==> config.mk <==
export PLATFORM = sky130hd
export DESIGN_NAME = multi_edge_pulse
export DESIGN_NICKNAME = d
export VERILOG_FILES = /design/src/rtl/multi_edge_pulse.sv
export SDC_FILE = /design/constraint.sdc
export NUM_CORES = 1
export LEC_CHECK = 0
export CAP_MARGIN = 20
export CORE_MARGIN = 2
export CORE_UTILIZATION = 58
export CTS_BUF_LIST = sky130_fd_sc_hd__clkbuf_4 sky130_fd_sc_hd__clkbuf_8
export DETAILED_ROUTE_END_ITERATION = 10
export PLACE_DENSITY_LB_ADDON = 0.25
export SLEW_MARGIN = 25
export SYNTH_ARGS = -nofsm -noshare
export SYNTH_HDL_FRONTEND = slang
export SYNTH_SLANG_ARGS = --single-unit
export TNS_END_PERCENT = 1
==> constraint.sdc <==
create_clock -name clk -period 2 [get_ports clk]
set_clock_uncertainty 0.1 [all_clocks]
set_input_delay 0.4 -clock clk [delete_from_list [all_inputs] [get_ports clk]]
set_output_delay 0.4 -clock clk [all_outputs]
set_load 0.05 [all_outputs]
==> src/rtl/multi_edge_pulse.sv <==
// multi_edge_pulse: per-channel two-flop synchroniser, debounce filter and
// registered edge pulse generator. Defining MULTI_EDGE_PULSE_REPEAT_EN adds
// hold-to-repeat pulses on held channels (EDGE_MODE 0 and 2 only).
module multi_edge_pulse #(
    parameter int WIDTH           = 4,
    parameter int DEBOUNCE_CYCLES = 16,
    parameter int EDGE_MODE       = 0,
    parameter int REPEAT_DELAY    = 1000,
    parameter int REPEAT_PERIOD   = 250
) (
    input  logic             clk,
    input  logic             reset,
    input  logic [WIDTH-1:0] in,
    output logic [WIDTH-1:0] out_pulse,
    output logic [WIDTH-1:0] level,
    output logic             any_pulse
);

    localparam int CNT_RAW = $clog2(DEBOUNCE_CYCLES + 1);
    localparam int CNT_W   = (CNT_RAW < 1) ? 1 : CNT_RAW;
    localparam logic [CNT_W-1:0] CNT_LAST = CNT_W'(DEBOUNCE_CYCLES - 1);

    // Parameter sanity is checked while elaborating, so a bad build never exists.
    if (WIDTH < 1 || DEBOUNCE_CYCLES < 1) begin : g_bad_size
        $error("multi_edge_pulse: WIDTH and DEBOUNCE_CYCLES must be >= 1");
    end
    if (EDGE_MODE < 0 || EDGE_MODE > 2) begin : g_bad_mode
        $error("multi_edge_pulse: EDGE_MODE must be 0, 1 or 2");
    end
    if (REPEAT_DELAY < 1 || REPEAT_PERIOD < 1) begin : g_bad_repeat
        $error("multi_edge_pulse: REPEAT_DELAY and REPEAT_PERIOD must be >= 1");
    end

    // Picks which accepted level changes become pulses.
    function automatic logic [WIDTH-1:0] edge_select(input logic [WIDTH-1:0] rise,
                                                     input logic [WIDTH-1:0] fall);
        case (EDGE_MODE)
            0:       edge_select = rise;
            1:       edge_select = fall;
            default: edge_select = rise | fall;
        endcase
    endfunction

    logic [WIDTH-1:0] sync1_p0;
    logic [WIDTH-1:0] s2_p1;
    logic [CNT_W-1:0] cnt [WIDTH];
    logic [WIDTH-1:0] accept;
    logic [WIDTH-1:0] edge_hit;
    logic [WIDTH-1:0] rep_fire;

    // ---- stage p0/p1: two-flop synchroniser for the asynchronous inputs ----
    // Synchroniser flops, cleared by reset so a held input re-presses afterwards.
    always_ff @(posedge clk) begin
        if (reset) begin
            sync1_p0 <= '0;
            s2_p1    <= '0;
        end else begin
            sync1_p0 <= in;
            s2_p1    <= sync1_p0;
        end
    end

    // ---- stage p2: debounce; a change is accepted on its DEBOUNCE_CYCLES-th mismatch ----
    // Flags channels whose synchronised value has differed long enough to be accepted.
    always_comb begin
        accept = '0;
        for (int i = 0; i < WIDTH; i++) begin
            accept[i] = (s2_p1[i] != level[i]) && (cnt[i] == CNT_LAST);
        end
        edge_hit = edge_select(accept & ~level, accept & level);
    end

    // Mismatch-run counter and debounced level; any short run is simply forgotten.
    always_ff @(posedge clk) begin
        if (reset) begin
            level <= '0;
            for (int i = 0; i < WIDTH; i++) begin
                cnt[i] <= '0;
            end
        end else begin
            for (int i = 0; i < WIDTH; i++) begin
                if (s2_p1[i] == level[i]) begin
                    cnt[i] <= '0;
                end else if (accept[i]) begin
                    level[i] <= s2_p1[i];
                    cnt[i]   <= '0;
                end else begin
                    cnt[i] <= cnt[i] + CNT_W'(1);
                end
            end
        end
    end

`ifdef MULTI_EDGE_PULSE_REPEAT_EN
    localparam int REP_MAX = (REPEAT_DELAY > REPEAT_PERIOD) ? REPEAT_DELAY : REPEAT_PERIOD;
    localparam int REP_W   = $clog2(REP_MAX + 1);
    localparam logic [REP_W-1:0] DLY_LAST = REP_W'(REPEAT_DELAY - 1);
    localparam logic [REP_W-1:0] PER_LAST = REP_W'(REPEAT_PERIOD - 1);
    localparam bit REPEAT_ALLOWED = (EDGE_MODE != 1);

    logic [REP_W-1:0] rep_cnt [WIDTH];
    logic [WIDTH-1:0] rep_phase;

    // A held channel fires after the initial delay, then once per period.
    always_comb begin
        rep_fire = '0;
        for (int i = 0; i < WIDTH; i++) begin
            rep_fire[i] = REPEAT_ALLOWED && level[i] && !accept[i] &&
                          (rep_cnt[i] == (rep_phase[i] ? PER_LAST : DLY_LAST));
        end
    end

    // Repeat timer: restarts on every rising acceptance and stops when the level drops.
    always_ff @(posedge clk) begin
        if (reset) begin
            rep_phase <= '0;
            for (int i = 0; i < WIDTH; i++) begin
                rep_cnt[i] <= '0;
            end
        end else begin
            for (int i = 0; i < WIDTH; i++) begin
                if (!level[i] || accept[i]) begin
                    rep_cnt[i]   <= '0;
                    rep_phase[i] <= 1'b0;
                end else if (rep_fire[i]) begin
                    rep_cnt[i]   <= '0;
                    rep_phase[i] <= 1'b1;
                end else if (REPEAT_ALLOWED) begin
                    rep_cnt[i] <= rep_cnt[i] + REP_W'(1);
                end
            end
        end
    end
`else
    assign rep_fire = '0;
`endif

    // ---- stage p3: registered pulse output ----
    // One-cycle pulse per accepted edge or repeat; coincident sources merge into one.
    always_ff @(posedge clk) begin
        if (reset) begin
            out_pulse <= '0;
        end else begin
            out_pulse <= edge_hit | rep_fire;
        end
    end

    assign any_pulse = |out_pulse;

endmodule
After elaboration in Yosys (flattened, before gate mapping)
Memory sizes are Yosys's and may differ from the RTL's. Cells that the tools add are included.

Eq/ne operators: 12. $add $sub $neg: 4. Bitwise logic cells: 18. Reductions and logical operators: 9. Mux-type cells: 58.

Operators with widths (count): $mux 5 (12); $mux 1 (46); $add 5x1->5 const B (4); $eq 5x4->1 const B (4); $or 1x1->1 (12); $reduce_and 2->1 (4); $and 4x4->4 (1); $eq 1x1->1 (4); $logic_and 1x1->1 (4); $ne 1x1->1 (4); $not 1->1 (4); $not 4->4 (1); $reduce_or 4->1 (1).

Memories kept: 1. Word-level logic and storage cells: 109. Input port bits: 6. Bits in writable memories: 20. Register bits after elaboration: 16.

Memories: cnt (depth 4, bits a word 5, read ports 4, clocked after Yosys merged registers in 0, wr ports 4, line 46) `logic [CNT_W-1:0] cnt [WIDTH];`.

Logic depth before layout (Yosys ltp)
An unclocked memory read counts as a cell.

Depth after elaboration: 9. Mapped depth: 5. Gate-level depth less buffers: 5.

Least setup slack after synthesis
No wires, ideal clock.

Kind: reg2out. From: register out_pulse[1]. To: output any_pulse. Data arrival time: 1285 ps. Cell stages (with the launch flop): 2. Data required time: 1500 ps. Setup slack: 215 ps. Path through: dfxtp_1 > or4_1.

Longest elaborated chain between the ends: 1.

RTL lines: start: declaration (line 14) `output logic [WIDTH-1:0] out_pulse,`; start signal: assignment (line 144) `out_pulse <= edge_hit | rep_fire;`; $reduce_or 4->1 (line 148) `assign any_pulse = |out_pulse;`; end: declaration (line 16) `output logic any_pulse`.

Every way passes these cells.

Final worst setup path
Same ends and word-level chain as after synthesis.

==> flow_metrics.tcl <==
set metrics [dict create \
    route.detailed.drc 0 \
    irDropWorstVdd_mv 0.650 \
    critPathArrivalTime_ps 1370 \
    routabilityCongestion 0.720 \
    cts_sinks 36 \
    syn_area_per_cell_um2 12.5 \
    pre_cts_slack_ps 160 \
    stdcell_count 191 \
    routed_wl_um 2180 \
    grt_pass1_wl_um 3750 \
    initial_core_util 0.610 \
    first_pass_iters 4 \
    slew_viol_final 0 \
    cts_tree "done" \
    wl_per_cell_um 11.4 \
    holdBufCountCts 0 \
    track_usage 0.188 \
    die_w_um 54.8 \
    yosysSeqAreaShare 0.615 \
    slowest_delay_ps 520 \
    grt_overflow 0 \
    powerDensity_mw_per_mm2 714 \
    ios 15 \
    hold_class "reg2reg" \
    power_frac_seq 0.638 \
    holdWs_ps 353 \
    synth_cells 120 \
    critical_path_class "reg2out" \
    combPwrFrac 0.052 \
    coreArea_mm2 0.00245 \
    ys_types 17 \
    hold_viol_final 0 \
    vias 918 \
    antennaDiodeCount 0 \
    cp-start-kind "flop" \
    period_needed_ps 1870 \
    dieArea_mm2 0.00300 \
    period_share 0.937 \
    htreeDepth 2 \
    routed_via_density 4.81 \
    insertion_delay_ps 330 \
    cp.required_ps 1500 \
    cts_buffers 5 \
    critPathBufInv 1 \
    tightest_slew_ps 501 \
    internal_power_uw 1010 \
    drive_above_1_share 0.155 \
    cts_root_buffer "clkbuf_4" \
    ant_nets 0 \
    path_clk_slew_ps 100 \
    finalSetupTns_ps 0 \
    ys_ff_latch 36 \
    outcome "finished clean" \
    crit_fanout 2 \
    cp-end-kind "output pin" \
    grt_setup_unrepaired "false" \
    cp_slowest_cell "or4_1" \
    slew_headroom 0.665 \
    dp_cells 183 \
    grt_max_degree 12 \
    drtIter0Drc 13 \
    final_core_util 0.733 \
    port_buffers 14 \
    switching_share 0.217 \
    nNetsFinal 174 \
    yosys_warnings 0 \
    dp_hpwl_um 1660 \
    netlist_area_mm2 0.00150 \
    rows 18 \
    die_h_um 54.8 \
    max_freq_ghz 0.534 \
    clkPwrFrac 0.310 \
    p_leak_uw 0.000800 \
    crit_family "simple AND/OR/NAND/NOR gates" \
    antenna_found_initial 0 \
    grt_pass1_vias 930 \
    setup_viol 0 \
    fin_ws_ps 127 \
    clock_path_buffers 2 \
    cts_resized 0 \
    r2r_slack_ps 130 \
    drv_cap 0 \
    post-cts-setup-buffers 0 \
    area_delta_synth_final_pct 20.3 \
    switchingPower_uw 280 \
    crit_path_cell_trace "or4_1, buf_4" \
]
-- path summary, 6_finish.rpt --
path          endpoint  cells past startpoint    startpoint
max          any_pulse                      2  out_pulse[1]
min reg2reg   s2_p1[1]                      1   sync1_p0[1]
min           s2_p1[1]                      1   sync1_p0[1]
max reg2reg  cnt[1][2]                      5     cnt[1][0]
-- metal layers --
| metal | vias to the layer above | global-route usage | share of wire |
|---|---|---|---|
| met1 | 425 | 0.218 | 0.44 |
| met4 | 0 | 0.0750 | 0.0069 |
| li1 | 468 | - | - |
| met5 | - | 0 | 0 |
| met2 | 23 | 0.294 | 0.49 |
| met3 | 2 | 0.0956 | 0.063 |
-- sequential cells by signal (all words and copies together) (netlist names) --
| name | flops |
|---|---|
| cnt | 20 |
| level | 4 |
| out_pulse | 4 |
| s2_p1 | 4 |
| sync1_p0 | 4 |
-- cells by family (layout without fill, tap and decap cells) --
logic type	Yosys count	count (layout)	share of synthesized area
simple gates	49	49	0.192
flops	36	36	0.615
xor+xnor	12	12	0.0702
buf+inv	10	32	0.0259
fa+ha+maj	8	8	0.0669
mux	4	4	0.0268
other cells	1	20	0.00251
-- per-stage QoR --
stage,power [uW],instance area [um2]
3_5_place_dp,903,1730
4_1_cts,1290,1800
6_report,1290,1800
3_3_place_gp,897,1730
2_1_floorplan,879,1570
5_1_grt,1350,1800
-- power groups by stage --
stage                     Clock [uW]  Sequential (uW)  Combinational (uW)
after floorplan                    0              833                45.6
after global placement             0              835                61.6
after detailed placement           0              837                65.6
after CTS                        406              820                66.3
after global routing             447              824                76.9
final                            399              820                66.8
-- layout make-up --
type	instances	area (um2)
clock buffers	6	51.3
clock inverters	2	10.0
fillers	168	654
inverters	8	30.0
multi-input cells	93	608
flip-flops and latches	36	921
well taps	30	37.5
repair buffers	16	143
-- cells in the final DEF, fill, tap and decap left out, drive strengths merged --
master and count:
nor2b 8, mux2i 4, dlymetal6s2s 2, dfxtp 16
nand3 4, xor2 4, buf 9, inv 8
clkdlybuf4s50 5, or4 1, and4bb 4, xnor2 8
clkinv 2, and3 4, conb 20, nor2 24
edfxtp 20, ha 8, or3 4, clkbuf 6
-- Yosys cell counts, drive strengths merged --
library cell	count	area [um2]
xor2	4	35.0
nand3	4	20.0
or4	1	7.51
and4bb	4	50.1
or3	4	45.0
buf	1	5.00
nor2	24	90.1
dfxtp	16	320
edfxtp	20	601
clkbuf	1	3.75
mux2i	4	40.0
conb	1	3.75
and3	4	25.0
xnor2	8	70.1
inv	8	30.0
nor2b	8	50.1
ha	8	100
No activity file was read; power rests on OpenSTA's default activity.
